<file path="config.mk">
export PLATFORM = sky130hd
export DESIGN_NAME = fencing_bout_referee
export DESIGN_NICKNAME = d
export VERILOG_FILES = /design/src/rtl/fencing_bout_referee.sv
export SDC_FILE = /design/constraint.sdc
export NUM_CORES = 1
export LEC_CHECK = 0
export CAP_MARGIN = 0
export CORE_MARGIN = 2
export CORE_UTILIZATION = 45
export DETAILED_ROUTE_END_ITERATION = 6
export PLACE_DENSITY = 0.64
export SLEW_MARGIN = 5
export SYNTH_ARGS = -nofsm -noshare
export SYNTH_HDL_FRONTEND = slang
export SYNTH_SLANG_ARGS = --single-unit
</file>
<file path="constraint.sdc">
create_clock -name clk_pixel_in -period 3.9 [get_ports clk_pixel_in]
set_clock_uncertainty 0.15 [all_clocks]
set_input_delay 0.78 -clock clk_pixel_in [delete_from_list [all_inputs] [get_ports clk_pixel_in]]
set_output_delay 0.78 -clock clk_pixel_in [all_outputs]
set_load 0.005 [all_outputs]
</file>
<file path="src/rtl/fencing_bout_referee.sv">
// rtl/fencing_bout_referee.sv - two-player saber bout controller
// Per-player attack FSMs, touch qualification, lockout/pause timing and scoring.
module fencing_bout_referee #(
  parameter int ATTACK_FRAMES   = 12,
  parameter int RECOVERY_FRAMES = 8,
  parameter int LOCKOUT_FRAMES  = 4,
  parameter int PAUSE_FRAMES    = 60,
  parameter int POINTS_TO_WIN   = 5
) (
  input  logic       clk_pixel_in,
  input  logic       rst_n_in,
  input  logic       frame_start_in,
  input  logic       start_bout_in,
  input  logic       p1_attack_req_in,
  input  logic       p2_attack_req_in,
  input  logic       p1_blocking_in,
  input  logic       p2_blocking_in,
  input  logic       p1_hit_in,
  input  logic       p2_hit_in,
  output logic       p1_is_attacking_out,
  output logic       p2_is_attacking_out,
  output logic [3:0] p1_score_out,
  output logic [3:0] p2_score_out,
  output logic       p1_touch_out,
  output logic       p2_touch_out,
  output logic [2:0] bout_state_out,
  output logic [1:0] winner_out
);

  typedef enum logic [2:0] {
    B_WAIT  = 3'd0,
    B_FIGHT = 3'd1,
    B_LOCK  = 3'd2,
    B_PAUSE = 3'd3,
    B_DONE  = 3'd4
  } bout_e;

  typedef enum logic [1:0] {
    P_IDLE    = 2'd0,
    P_ATTACK  = 2'd1,
    P_RECOVER = 2'd2
  } plr_e;

  bout_e            bout_q, bout_d;
  logic [7:0]       bcnt_q, bcnt_d;
  plr_e             p_state_q [2];
  plr_e             p_state_d [2];
  logic [1:0][7:0]  p_cnt_q, p_cnt_d;
  logic [1:0][3:0]  score_q, score_d;
  logic [1:0]       scored_q, scored_d;
  logic [1:0]       touch_q, touch_d;

  logic [1:0] req, blk, hit, qual, reached;
  logic       bout_live;

  assign req = {p2_attack_req_in, p1_attack_req_in};
  assign blk = {p2_blocking_in, p1_blocking_in};
  assign hit = {p2_hit_in, p1_hit_in};

  assign bout_live = (bout_q == B_FIGHT) || (bout_q == B_LOCK);

  always_comb begin
    for (int i = 0; i < 2; i++) begin
      qual[i]    = hit[i] && (p_state_q[i] == P_ATTACK) && bout_live && !scored_q[i];
      reached[i] = score_q[i] >= 4'(POINTS_TO_WIN);
    end
  end

  always_comb begin
    bout_d    = bout_q;
    bcnt_d    = bcnt_q;
    score_d   = score_q;
    scored_d  = scored_q;
    touch_d   = 2'b00;
    p_state_d = p_state_q;
    p_cnt_d   = p_cnt_q;

    for (int i = 0; i < 2; i++) begin
      if (qual[i]) begin
        touch_d[i]  = 1'b1;
        scored_d[i] = 1'b1;
        if (score_q[i] != 4'hF) score_d[i] = score_q[i] + 4'd1;
      end
    end

    case (bout_q)
      B_WAIT, B_DONE: begin
        if (start_bout_in) begin
          bout_d   = B_FIGHT;
          bcnt_d   = 8'd0;
          score_d  = '0;
          scored_d = 2'b00;
        end
      end
      B_FIGHT: begin
        if (&qual) begin
          bout_d = B_PAUSE;
          bcnt_d = 8'(PAUSE_FRAMES);
        end else if (|qual) begin
          bout_d = B_LOCK;
          bcnt_d = 8'(LOCKOUT_FRAMES);
        end
      end
      B_LOCK: begin
        if ((|qual) || (frame_start_in && bcnt_q == 8'd1)) begin
          bout_d = B_PAUSE;
          bcnt_d = 8'(PAUSE_FRAMES);
        end else if (frame_start_in) begin
          bcnt_d = bcnt_q - 8'd1;
        end
      end
      B_PAUSE: begin
        if (frame_start_in && bcnt_q == 8'd1) begin
          bcnt_d = 8'd0;
          if (|reached) begin
            bout_d = B_DONE;
          end else begin
            bout_d   = B_FIGHT;
            scored_d = 2'b00;
          end
        end else if (frame_start_in) begin
          bcnt_d = bcnt_q - 8'd1;
        end
      end
      default: begin
        bout_d = B_WAIT;
        bcnt_d = 8'd0;
      end
    endcase

    // Players only move while the exchange is live; any other bout state parks them.
    for (int i = 0; i < 2; i++) begin
      if (!(bout_d == B_FIGHT || bout_d == B_LOCK)) begin
        p_state_d[i] = P_IDLE;
        p_cnt_d[i]   = 8'd0;
      end else begin
        case (p_state_q[i])
          P_IDLE: begin
            if (req[i] && !blk[i] && bout_q == B_FIGHT) begin
              p_state_d[i] = P_ATTACK;
              p_cnt_d[i]   = 8'(ATTACK_FRAMES);
            end
          end
          P_ATTACK: begin
            if (frame_start_in && p_cnt_q[i] == 8'd1) begin
              p_state_d[i] = P_RECOVER;
              p_cnt_d[i]   = 8'(RECOVERY_FRAMES);
            end else if (frame_start_in) begin
              p_cnt_d[i] = p_cnt_q[i] - 8'd1;
            end
          end
          P_RECOVER: begin
            if (frame_start_in && p_cnt_q[i] == 8'd1) begin
              p_state_d[i] = P_IDLE;
              p_cnt_d[i]   = 8'd0;
            end else if (frame_start_in) begin
              p_cnt_d[i] = p_cnt_q[i] - 8'd1;
            end
          end
          default: begin
            p_state_d[i] = P_IDLE;
            p_cnt_d[i]   = 8'd0;
          end
        endcase
      end
    end
  end

  always_ff @(posedge clk_pixel_in or negedge rst_n_in) begin
    if (!rst_n_in) begin
      bout_q    <= B_WAIT;
      bcnt_q    <= 8'd0;
      p_state_q <= '{P_IDLE, P_IDLE};
      p_cnt_q   <= '0;
      score_q   <= '0;
      scored_q  <= 2'b00;
      touch_q   <= 2'b00;
    end else begin
      bout_q    <= bout_d;
      bcnt_q    <= bcnt_d;
      p_state_q <= p_state_d;
      p_cnt_q   <= p_cnt_d;
      score_q   <= score_d;
      scored_q  <= scored_d;
      touch_q   <= touch_d;
    end
  end

  assign p1_is_attacking_out = (p_state_q[0] == P_ATTACK);
  assign p2_is_attacking_out = (p_state_q[1] == P_ATTACK);
  assign p1_score_out        = score_q[0];
  assign p2_score_out        = score_q[1];
  assign p1_touch_out        = touch_q[0];
  assign p2_touch_out        = touch_q[1];
  assign bout_state_out      = bout_q;
  assign winner_out          = (bout_q == B_DONE) ? reached : 2'b00;

endmodule

</file>
==> results of run 1 <==
## power groups by stage
stage / Clock (mW) / Combinational [mW] / Sequential (mW)
floorplan: 0 / 0.825 / 0.689
global placement: 0 / 1.02 / 0.732
detailed placement: 0 / 1.04 / 0.736
CTS: 0.300 / 1.04 / 0.728
global route: 0.319 / 1.18 / 0.754
finish: 0.288 / 1.04 / 0.730
## sequential cells by signal, summed over array words and instances, names as in the netlist
name            flops
p_cnt_q            16
scored_q            2
bcnt_q              8
bout_state_out      3
p1_score_out        4
p_state_q           4
touch_q             2
p2_score_out        4
## final cells by class
class | count | share of cell area [%]
clock buffers | 5 | 2.204
clock inverters | 3 | 0.6410
inverters | 22 | 2.644
multi-input cells | 235 | 48.64
flip-flops and latches | 43 | 34.46
well taps | 75 | 3.005
repair buffers | 27 | 8.413
## kinds of logic after synthesis
logic type	Yosys count
XOR/XNOR	13
adder cells (fa/ha/maj)	12
AND/OR/NAND/NOR	131
multiplexers	3
flip-flops	43
AO/OA/AOI/OAI	76
buffers and inverters	30
## synthesized netlist by cell type, drive strengths merged, types with 4 or more instances
master,instances
a31oi,7
nor2,26
nor3,18
a211oi,5
and2,4
xnor2,7
o311ai,4
ha,12
nor2b,7
nand2b,8
nand2,24
xor2,6
nand3,7
buf,7
dfrtp,43
a21oi,14
o21ai,32
inv,22
nor4,12
o21a,4
## through the flow
step / setup slack [ps] / power (mW) / area, µm² / hold WS (ps) / utilization, %
after floorplan: 1556 / 1.514 / 2729 / 291.4 / -
after global placement: 514.8 / 1.755 / 3034 / 319.6 / 51.55
after detailed placement: 469.8 / 1.775 / 3034 / 318.3 / 51.55
after CTS: 789.4 / 2.072 / 3123 / 332.9 / 53.06
after global routing: 544.6 / 2.254 / 3123 / 380.3 / 53.06
final: 732.2 / 2.057 / 3123 / 331.7 / 53.06
## per-layer routing
metal / up-vias / wire length, µm
met2: 34 / 3007
met5: - / 0
met4: 0 / 53
met3: 4 / 170
li1: 1162 / -
met1: 1117 / 2964
## how the worst max path moves through the flow
stage	start	to	slack, ps	cells after the start
6_report	frame_start_in	p_cnt_q[4]	730	7
5_1_grt	frame_start_in	p_cnt_q[12]	540	7
4_1_cts	p1_hit_in	p_cnt_q[4]	790	6
3_5_place_dp	p1_hit_in	p_cnt_q[4]	470	6
3_3_place_gp	frame_start_in	p_cnt_q[5]	510	7
2_1_floorplan	p1_hit_in	p_cnt_q[12]	1560	7
## critical path, delay by kind of cell
kind            cells  cell delay [ps]
compound gates      1              530
simple gates        4             1180
buf+inv             2              670
==> summary.md, run 1 <==
| Metric | Value |
|---|---|
| Multi-input logic area | between 1500 and 2000 µm² |
| Met1 usage | between 20% and 30% |
| RSZ-0062 raised after global routing | no |
| Met3 Use GR | ~3.7% |
| GRT Total Usage | roughly 20% |
| ANT nets after route | 0 |
| # IOs | 27 |
| Setup TNS | 0 ps |
| RR Endpoint | p_cnt_q[4] |
| Worst setup SP type | primary input |
| Slowest stage delay, CP | around 600 ps |
| CTS Buf Count | 5 |
| Gr busiest metal | met2 |
| Seq pwr share | a little over a third |
| Die Area | roughly 6700 µm² |
| Worst EP required | roughly 3900 ps |
| Simple-gate portion of the synthesized area | between 20% and 30% |
| DR WL/cell | 15.11 µm |
| First-pass GRT wire length | between 10 and 15 mm |
| Reg-to-Reg Start | p1_score_out[1] |
| Synthesized net count | 330 |
| Drt pass-1 iters | 4 |
| Post-synth cell types | between 50 and 60 |
| Layout cells sized above 1 | ~7.2% |
| Yosys top cell area share | 39.43% |
| Total number of vias | approximately 2300 |
| Post-Syn Area | roughly 2700 µm² |
| Max_cap viols | 0 |
| P per Cell Area | 658.7 nW/µm² |
| GP Congestion | 0.8624 |
| Vias in the first global route | 2281 |
| Clock latency on the worst-skew pair | about 300 ps |
| Net Sw Frac | about 45% |
| Switch Pwr | about 0.93 mW |
| Clock power share | between 10 and 15% |
| CTS tree | done |
| Most frequent cells in the layout | dfrtp_1 (43), nor2_1 (26), clkdlybuf4s50_1 (25), nand2_1 (23), o21ai_0 (22) |
| R2R depth | 8 |
| Worst Max-Slew Pin Slew | just under 1000 ps |
| CP endpoint kind | register |
| Die Wd | 81.87 µm |
| Largest family of logic cells by synthesized area | simple AND/OR/NAND/NOR gates |
| Post-DP HPWL | about 4.4 mm |
| Largest net degree at the start of global routing | 44 |
| GRT met2 Usage | roughly a third |
| Leak pwr | 1.256 nW |
| Clk Tree Root Cell | clkbuf_8 |
| DRC Markers | 0 |
| Register-to-register setup slack | between 1000 and 1500 ps |
| Arrival time at the worst endpoint | 3160 ps |
| Peak VDD IR | about 280 µV |
| Post-Route WL | between 6 and 7 mm |
| EDFF count, synth | 0 |
| Area grow syn2layout | 14.44% |
| Hold depth | 1 |
| H-tree depth | 2 |
| Hold-fix buffers, CTS | 0 |
| Multiplexer share of the synthesized area | 1.100% |
| Cell Int Power | approximately 1.1 mW |
| Post-cts resize count | 0 |
| Final setup violation count | 0 |
| Register area share after synthesis | between 30% and 40% |
| Placed Cells | about 400 |
| NumNets Final | between 300 and 400 |
| Maximum clock path buffer count | 2 |
| Synth Area in Adders | 5.502% |
| Synth area leader | dfrtp_1 |
| Crit-path slowest cell | nor4bb_1 |
| Flop and latch count out of synthesis | between 40 and 50 |
| Combinational share of power | about 51% |
| Initial antenna violation count | 0 |
| Most common cell after layout, fill and taps aside | dfrtp_1 |
| Final period util | about four fifths |
| Mapped Cells | approximately 310 |
| Diode count | 0 |
| Synth Area in Compound Gates | a little under a fifth |
| Relative slew slack | between 30% and 40% |
| Iter 0 DRT Violations | 147 |
| Setup bufs post-CTS | 0 |
| Initial Utilization | 46.36% |
| Syn Area/Cell | roughly 8.9 µm² |
| HP Class | reg2reg |
| Fillers | 571 |
| HP Start | bcnt_q[6] |
| Syn. warnings | 0 |
| Count of pins over their slew limit | 0 |
| Area taken by flip-flops and latches | 1076 µm² |
| Final-report hold violation count | 0 |
| Routed vias/inst | between 5 and 6 |
| CP cell instances | clkdlybuf4s50_1, buf_4, nor4bb_1, nand2_1, and2_1, a211oi_1, nor4_1 |
| WHS Endpoint | bcnt_q[6] |
| CP max FO | 13 |
| Die Ht | between 80 and 90 µm |
| Outcome | finished clean |
| Max Freq | between 300 and 400 MHz |
| Port buffer count | 26 |
| Worst-path clk slew | 90 ps |
| Rows | 28 |
| Ys async rst share | 100.0% |
| Largest cells by area after synthesis | dfrtp_1 (39%), ha_1 (5.5%), o21ai_0 (4.0%) |
| Top FF cell, synth | dfrtp_1 |
| Remaining global-route overflow | 0 |
| Total core area | between 5000 and 6000 µm² |
| Setup CP Type | in2reg |
| Synth Area in XOR/XNOR | approximately 4.2% |
| Crit path time final | roughly 3200 ps |
| Clock Sinks | between 40 and 50 |
| Non-filler cells, final | 410 |
Power figures use the tool's default switching activity.
==> run 2: changes to the inputs <==
--- a/config.mk
+++ b/config.mk
@@ -9,7 +9,7 @@
 export CORE_MARGIN = 2
 export CORE_UTILIZATION = 45
 export DETAILED_ROUTE_END_ITERATION = 6
-export PLACE_DENSITY = 0.64
+export PLACE_DENSITY = 0.67
 export SLEW_MARGIN = 5
 export SYNTH_ARGS = -nofsm -noshare
 export SYNTH_HDL_FRONTEND = slang
==> constraint.sdc (replaced) <==
create_clock -name clk_pixel_in -period 2.6 [get_ports clk_pixel_in]
set_clock_uncertainty 0.15 [all_clocks]
set_input_delay 0.52 -clock clk_pixel_in [delete_from_list [all_inputs] [get_ports clk_pixel_in]]
set_output_delay 0.52 -clock clk_pixel_in [all_outputs]
set_load 0.005 [all_outputs]
==> summary.md, run 2 (synthesized netlist as in run 1, its figures left out) <==
| Metric | Value |
|---|---|
| Outcome | finished clean |
| DR WL/cell | 14.28 µm (-5.5%) |
| Post-DP HPWL | 4.678 mm (+7.4%) |
| Worst setup SP type | register |
| Met3 Use GR | 3.626% (-0.11 points) |
| Drt pass-1 iters | 4 (unchanged) |
| GRT met2 Usage | 35.69% (+1.1 points) |
| CP max FO | 6 (-7) |
| Total core area | 5886 µm² (unchanged) |
| Clock Sinks | 43 (unchanged) |
| Count of pins over their slew limit | 0 (unchanged) |
| Worst Max-Slew Pin Slew | 532.1 ps (-452.0 ps) |
| NumNets Final | 387 (+8.7%) |
| Placed cell areas | 3277 µm² (+8.0%) |
| Area taken by flip-flops and latches | 1080 µm² (+0.35%) |
| Diode count | 0 (unchanged) |
| Layout cells sized above 1 | 16.12% (+9.0 points) |
| Iter 0 DRT Violations | 118 (-20%) |
| Largest net degree at the start of global routing | 24 (-45%) |
| First-pass GRT wire length | 10.87 mm (+2.2%) |
| Relative slew slack | 64.22% (+30 points) |
| Initial Utilization | 46.36% (unchanged) |
| Arrival time at the worst endpoint | 1820 ps (-1340 ps) |
| CP endpoint kind | output pin |
| ANT nets after route | 0 (unchanged) |
| Rows | 28 (unchanged) |
| Largest Register | p_cnt_q |
| Port buffer count | 26 (unchanged) |
| GRT Total Usage | 20.65% (+0.19 points) |
| Largest regs | p_cnt_q: 16 flops, bcnt_q: 8 flops |
| Most frequent cells in the layout | dfrtp_1 (40), buf_4 (30), nor2_1 (25), clkdlybuf4s50_1 (25), nand2_1 (23) |
| Final period util | between 90 and 100% |
| Worst EP required | 1930 ps (-1960 ps) |
| Total Power | 3.349 mW (+63%) |
| Area grow syn2layout | 24.12% |
| Die Area | 6703 µm² (unchanged) |
| Routed vias/inst | 5.649 (about the same) |
| Initial antenna violation count | 0 (unchanged) |
| Die Ht | 81.87 µm (unchanged) |
| Most common cell after layout, fill and taps aside | dfrtp_1 |
| Maximum clock path buffer count | 2 (unchanged) |
| Buffers plus inverters on the worst setup path | 1 (-1) |
| Clk Tree Root Cell | clkbuf_8 |
| Clock latency on the worst-skew pair | 300 ps (about the same) |
| Total number of vias | 2491 (+7.5%) |
| Met1 usage | 26.32% (-0.12 points) |
| Setup CP Type | reg2out |
| Multi-input logic area | 1529 µm² (+0.66%) |
| Crit path max-delay family | buffers and inverters |
| Gr busiest metal | met2 |
| Leak pwr | 1.415 nW (+13%) |
| Final setup violation count | 0 (unchanged) |
| CP cell instances | ha_1, nand2b_1, a21oi_2, nor2_1, clkdlybuf4s50_1 |
| Fillers | 529 (-7.4%) |
| Max Freq | 401.3 MHz |
| Finished Cell Area | 3387 µm² (+8.5%) |
| Max reg flops | 16 (unchanged) |
| Vias in the first global route | 2425 (+6.3%) |
| Die Wd | 81.87 µm (unchanged) |
| Final-report hold violation count | 0 (unchanged) |
| # IOs | 27 (unchanged) |
| RSZ-0062 raised after global routing | no |
| CTS tree | done |
| Slowest stage delay, CP | 460 ps (-140 ps) |
| Crit path time final | ~2500 ps |
| GP Congestion | 0.8817 (+2.2%) |
| DRC Markers | 0 (unchanged) |
| Remaining global-route overflow | 0 (unchanged) |
| CTS Buf Count | 5 (unchanged) |
| P per Cell Area | 988.9 nW/µm² (+50%) |
| Max_cap viols | 0 (unchanged) |
| Crit-path slowest cell | clkdlybuf4s50_1 |
| Peak VDD IR | 452.7 µV (+64%) |
| Worst-path clk slew | 90 ps (about the same) |
| HP Class | in2async |
| Post-Route WL | 6.298 mm (+1.6%) |
| H-tree depth | 2 (unchanged) |
==> run 2: cell count changes in the layout (fill, tap and decap cells not counted), sizes merged <==
cell	delta
clkinvlp	-2
clkbuf	+2
buf	+31
==> run 2: final timing paths <==
kind	startpoint	endpoint	slack, ps	cells after the start
min in group clk_pixel_in	bcnt_q[6]	bcnt_q[6]	330	1
hold / removal	rst_n_in	p_cnt_q[10]	20	1
setup / recovery	p2_score_out[0]	winner_out[1]	110	5
setup reg to reg	bout_state_out[1]	p_cnt_q[12]	220	9
hold reg to reg	bcnt_q[6]	bcnt_q[6]	330	1
max in group asynchronous	rst_n_in	p1_score_out[0]	1750	2
==> run 2: area by class of cell <==
class	count	share of cell area [%]
Inverter	22	2.438
Sequential cell	43	31.88
Clock buffer	7	2.253
Tap cell	75	2.771
Multi-Input combinational cell	235	45.14
Clock inverter	1	0.1478
Timing Repair Buffer	58	15.37
==> run 2: report_power, final <==
group	leakage, nW	switching, mW	total (mW)	internal, mW
clock	0.0422	0.236	0.425	0.189
combinational	0.793	0.985	1.84	0.852
sequential	0.580	0.223	1.09	0.864
==> run 2: per-layer routing <==
metal  vias up  share of wire (%)
li1       1227                  -
met1      1214                 46
met2        42                 50
met3         8                3.1
met4         0                1.3
met5         -                  0
==> run 2: metrics by stage <==
step | hold slack, ps | std cells | setup TNS, ps | util (%) | setup slack (ps)
5_1_grt | 62.41 | 441 | 0 | 57.55 | 6.567
3_3_place_gp | 309.9 | 431 | -218.0 | 55.68 | -30.12
6_report | 24.64 | 441 | 0 | 57.55 | 108.0
3_5_place_dp | 319.9 | 431 | -683.8 | 55.68 | -110.5
4_1_cts | 36.30 | 439 | 0 | 57.12 | 4.522
2_1_floorplan | 74.41 | 308 | 0 | - | 501.4
==> run 2: repair_timing <==
action / 4_1_cts / 5_1_grt
buffers inserted: 0 / 2
gates resized for setup: 1 / 5
hold buffers: 0 / 0
endpoints found under the setup margin: 1 / 2
gates cloned: 0 / 0
==> run 3: changes to the inputs <==
--- a/config.mk
+++ b/config.mk
@@ -8,8 +8,11 @@
 export CAP_MARGIN = 0
 export CORE_MARGIN = 2
 export CORE_UTILIZATION = 45
+export CTS_CLUSTER_SIZE = 40
 export DETAILED_ROUTE_END_ITERATION = 6
 export PLACE_DENSITY = 0.67
+export RECOVER_POWER = 25
+export SETUP_SLACK_MARGIN = 0.1
 export SLEW_MARGIN = 5
 export SYNTH_ARGS = -nofsm -noshare
 export SYNTH_HDL_FRONTEND = slang
==> summary.md, run 3 (synthesized netlist as in run 1, its figures left out) <==
| Metric | Value |
|---|---|
| RR Endpoint | p_cnt_q[12] |
| Clock latency on the worst-skew pair | 310 ps (about the same) |
| Outcome | finished clean |
| Layout cells sized above 1 | 17.07% (+0.95 points) |
| Crit path time final | 2382 ps (-109.6 ps) |
| Placed Cells | 431 (unchanged) |
| Max_cap viols | 0 (unchanged) |
| Setup TNS | 0 ps (unchanged) |
| RSZ-0062 raised after global routing | no |
| Die Wd | 81.87 µm (unchanged) |
| Remaining global-route overflow | 0 (unchanged) |
| Total number of vias | 2482 (-0.36%) |
| Worst EP required | 2650 ps (+720 ps) |
| Port buffer count | 26 (unchanged) |
| Die Ht | 81.87 µm (unchanged) |
| Max Freq | 419.7 MHz (+4.6%) |
| Initial antenna violation count | 0 (unchanged) |
| Post-DP HPWL | 4.678 mm (unchanged) |
| Vias in the first global route | 2438 (+0.54%) |
| Largest net degree at the start of global routing | 24 (unchanged) |
| DR WL/cell | 14.48 µm (+1.4%) |
| GP Congestion | 0.8817 (unchanged) |
| Count of pins over their slew limit | 0 (unchanged) |
| CP endpoint kind | register |
| Worst setup SP type | primary input |
| Initial Utilization | 46.36% (unchanged) |
| R2R depth | 9 (unchanged) |
| ANT nets after route | 0 (unchanged) |
| Largest Register | p_cnt_q |
| Post-Route WL | 6.429 mm (+2.1%) |
| Diode count | 0 (unchanged) |
| Setup CP Type | in2reg |
| Leak pwr | 1.464 nW (+3.4%) |
| H-tree depth | 2 (unchanged) |
| Pre-CTS setup slack | -110.5 ps (unchanged) |
| Area grow syn2layout | 25.31% |
| P per Cell Area | 993.9 nW/µm² (+0.50%) |
| Clk Tree Root Cell | clkbuf_8 |
| Worst Max-Slew Pin Slew | 1219 ps (+686.5 ps) |
| Final period util | 91.63% (-4.2 points) |
| Most common cell after layout, fill and taps aside | dfrtp_1 |
| Largest regs | p_cnt_q: 16 flops, bcnt_q: 8 flops |
| DRC Markers | 0 (unchanged) |
| Final setup violation count | 0 (unchanged) |
| Drt pass-1 iters | 4 (unchanged) |
| Hold-fix buffers, CTS | 0 (unchanged) |
| CP max FO | 20 (+14) |
| Final-report hold violation count | 0 (unchanged) |
| Arrival time at the worst endpoint | 2430 ps (+610 ps) |
| Register-to-register setup slack | 280 ps (+60 ps) |
| Max reg flops | 16 (unchanged) |
| Relative slew slack | 18.76% (-45 points) |
| Peak VDD IR | 444.4 µV (-1.8%) |
| Iter 0 DRT Violations | 121 (+2.5%) |
| GRT Total Usage | 20.82% (+0.17 points) |
| Routed vias/inst | 5.590 (-1.0%) |
| Final hold slack | 289.0 ps (+264.3 ps) |
| CTS tree | done |
| # IOs | 27 (unchanged) |
| NumNets Final | 390 (+0.78%) |
| Clock Sinks | 43 (unchanged) |
| Maximum clock path buffer count | 2 (unchanged) |
| Worst-path clk slew | 90 ps (about the same) |
| Non-filler cells, final | 444 (+0.68%) |
| HP Class | in2async |
| First-pass GRT wire length | 10.97 mm (+0.89%) |
| Reg-to-Reg Start | bout_state_out[1] |
| Die Area | 6703 µm² (unchanged) |
| Most frequent cells in the layout | dfrtp_1 (40), buf_4 (33), nor2_1 (25), nand2_1 (23), clkdlybuf4s50_1 (23) |
| Total core area | 5886 µm² (unchanged) |
| Setup ws final | 217.6 ps (+109.6 ps) |
| CTS Buf Count | 5 (unchanged) |
| Layout Utilization | 58.10% (+0.55 points) |
| Rows | 28 (unchanged) |
==> run 3: cell types whose count changed in the layout (fill, tap and decap cells not counted), sizes merged <==
cell	previous run	this run
dlymetal6s2s	0	2
buf	33	35
clkbuf	7	8
clkdlybuf4s50	25	23
==> run 3: worst max-delay path by stage <==
stage                            from       endpoint  slack [ps]
CTS                   p1_score_out[0]  winner_out[0]         110
global placement            p1_hit_in     p_cnt_q[5]         -30
finish                 frame_start_in    p_cnt_q[12]         220
floorplan           bout_state_out[0]    p_cnt_q[11]         500
detailed placement     frame_start_in     p_cnt_q[7]        -110
global route           frame_start_in    p_cnt_q[13]          90
==> run 3: report_power, final <==
part	switching, mW	internal (mW)
clock network	0.240	0.189
registers	0.204	0.864
logic	1.02	0.885
==> run 3: routing by layer <==
metal  vias up  GRT usage, %  share of wire, %
li1       1233             -                 -
met1      1218         26.41                46
met2        23         36.42                50
met3         8         3.626               2.3
met4         0         5.500               1.4
met5         -             0                 0
==> run 3: area by class of cell <==
| cell class | instances | area [µm²] |
|---|---|---|
| well taps | 75 | 93.84 |
| fillers | 528 | 2466 |
| clock inverters | 1 | 5.005 |
| flip-flops and latches | 43 | 1080 |
| multi-input cells | 235 | 1535 |
| inverters | 22 | 82.58 |
| clock buffers | 7 | 76.32 |
| repair buffers | 61 | 546.8 |
==> run 3: per-stage QoR <==
stage	cell area (µm²)	power, mW
6_report	3420	3.399
5_1_grt	3420	3.704
4_1_cts	3406	3.401
3_5_place_dp	3277	2.915
3_3_place_gp	3277	2.860
2_1_floorplan	2729	2.271
==> run 3: critical path, stage by stage <==
cell,delay [ps]
clkdlybuf4s50_1,480
and2b_1,200
nand4_2,140
a21o_1,210
a31oi_2,280
a21oi_2,110
buf_12,170
nor4_1,310
==> run 3: timing repair <==
item / in CTS / in global routing
resized for setup: 4 / 6
endpoints found under the setup margin: 2 / 5
pin swaps: 0 / 2
setup buffers: 5 / 0
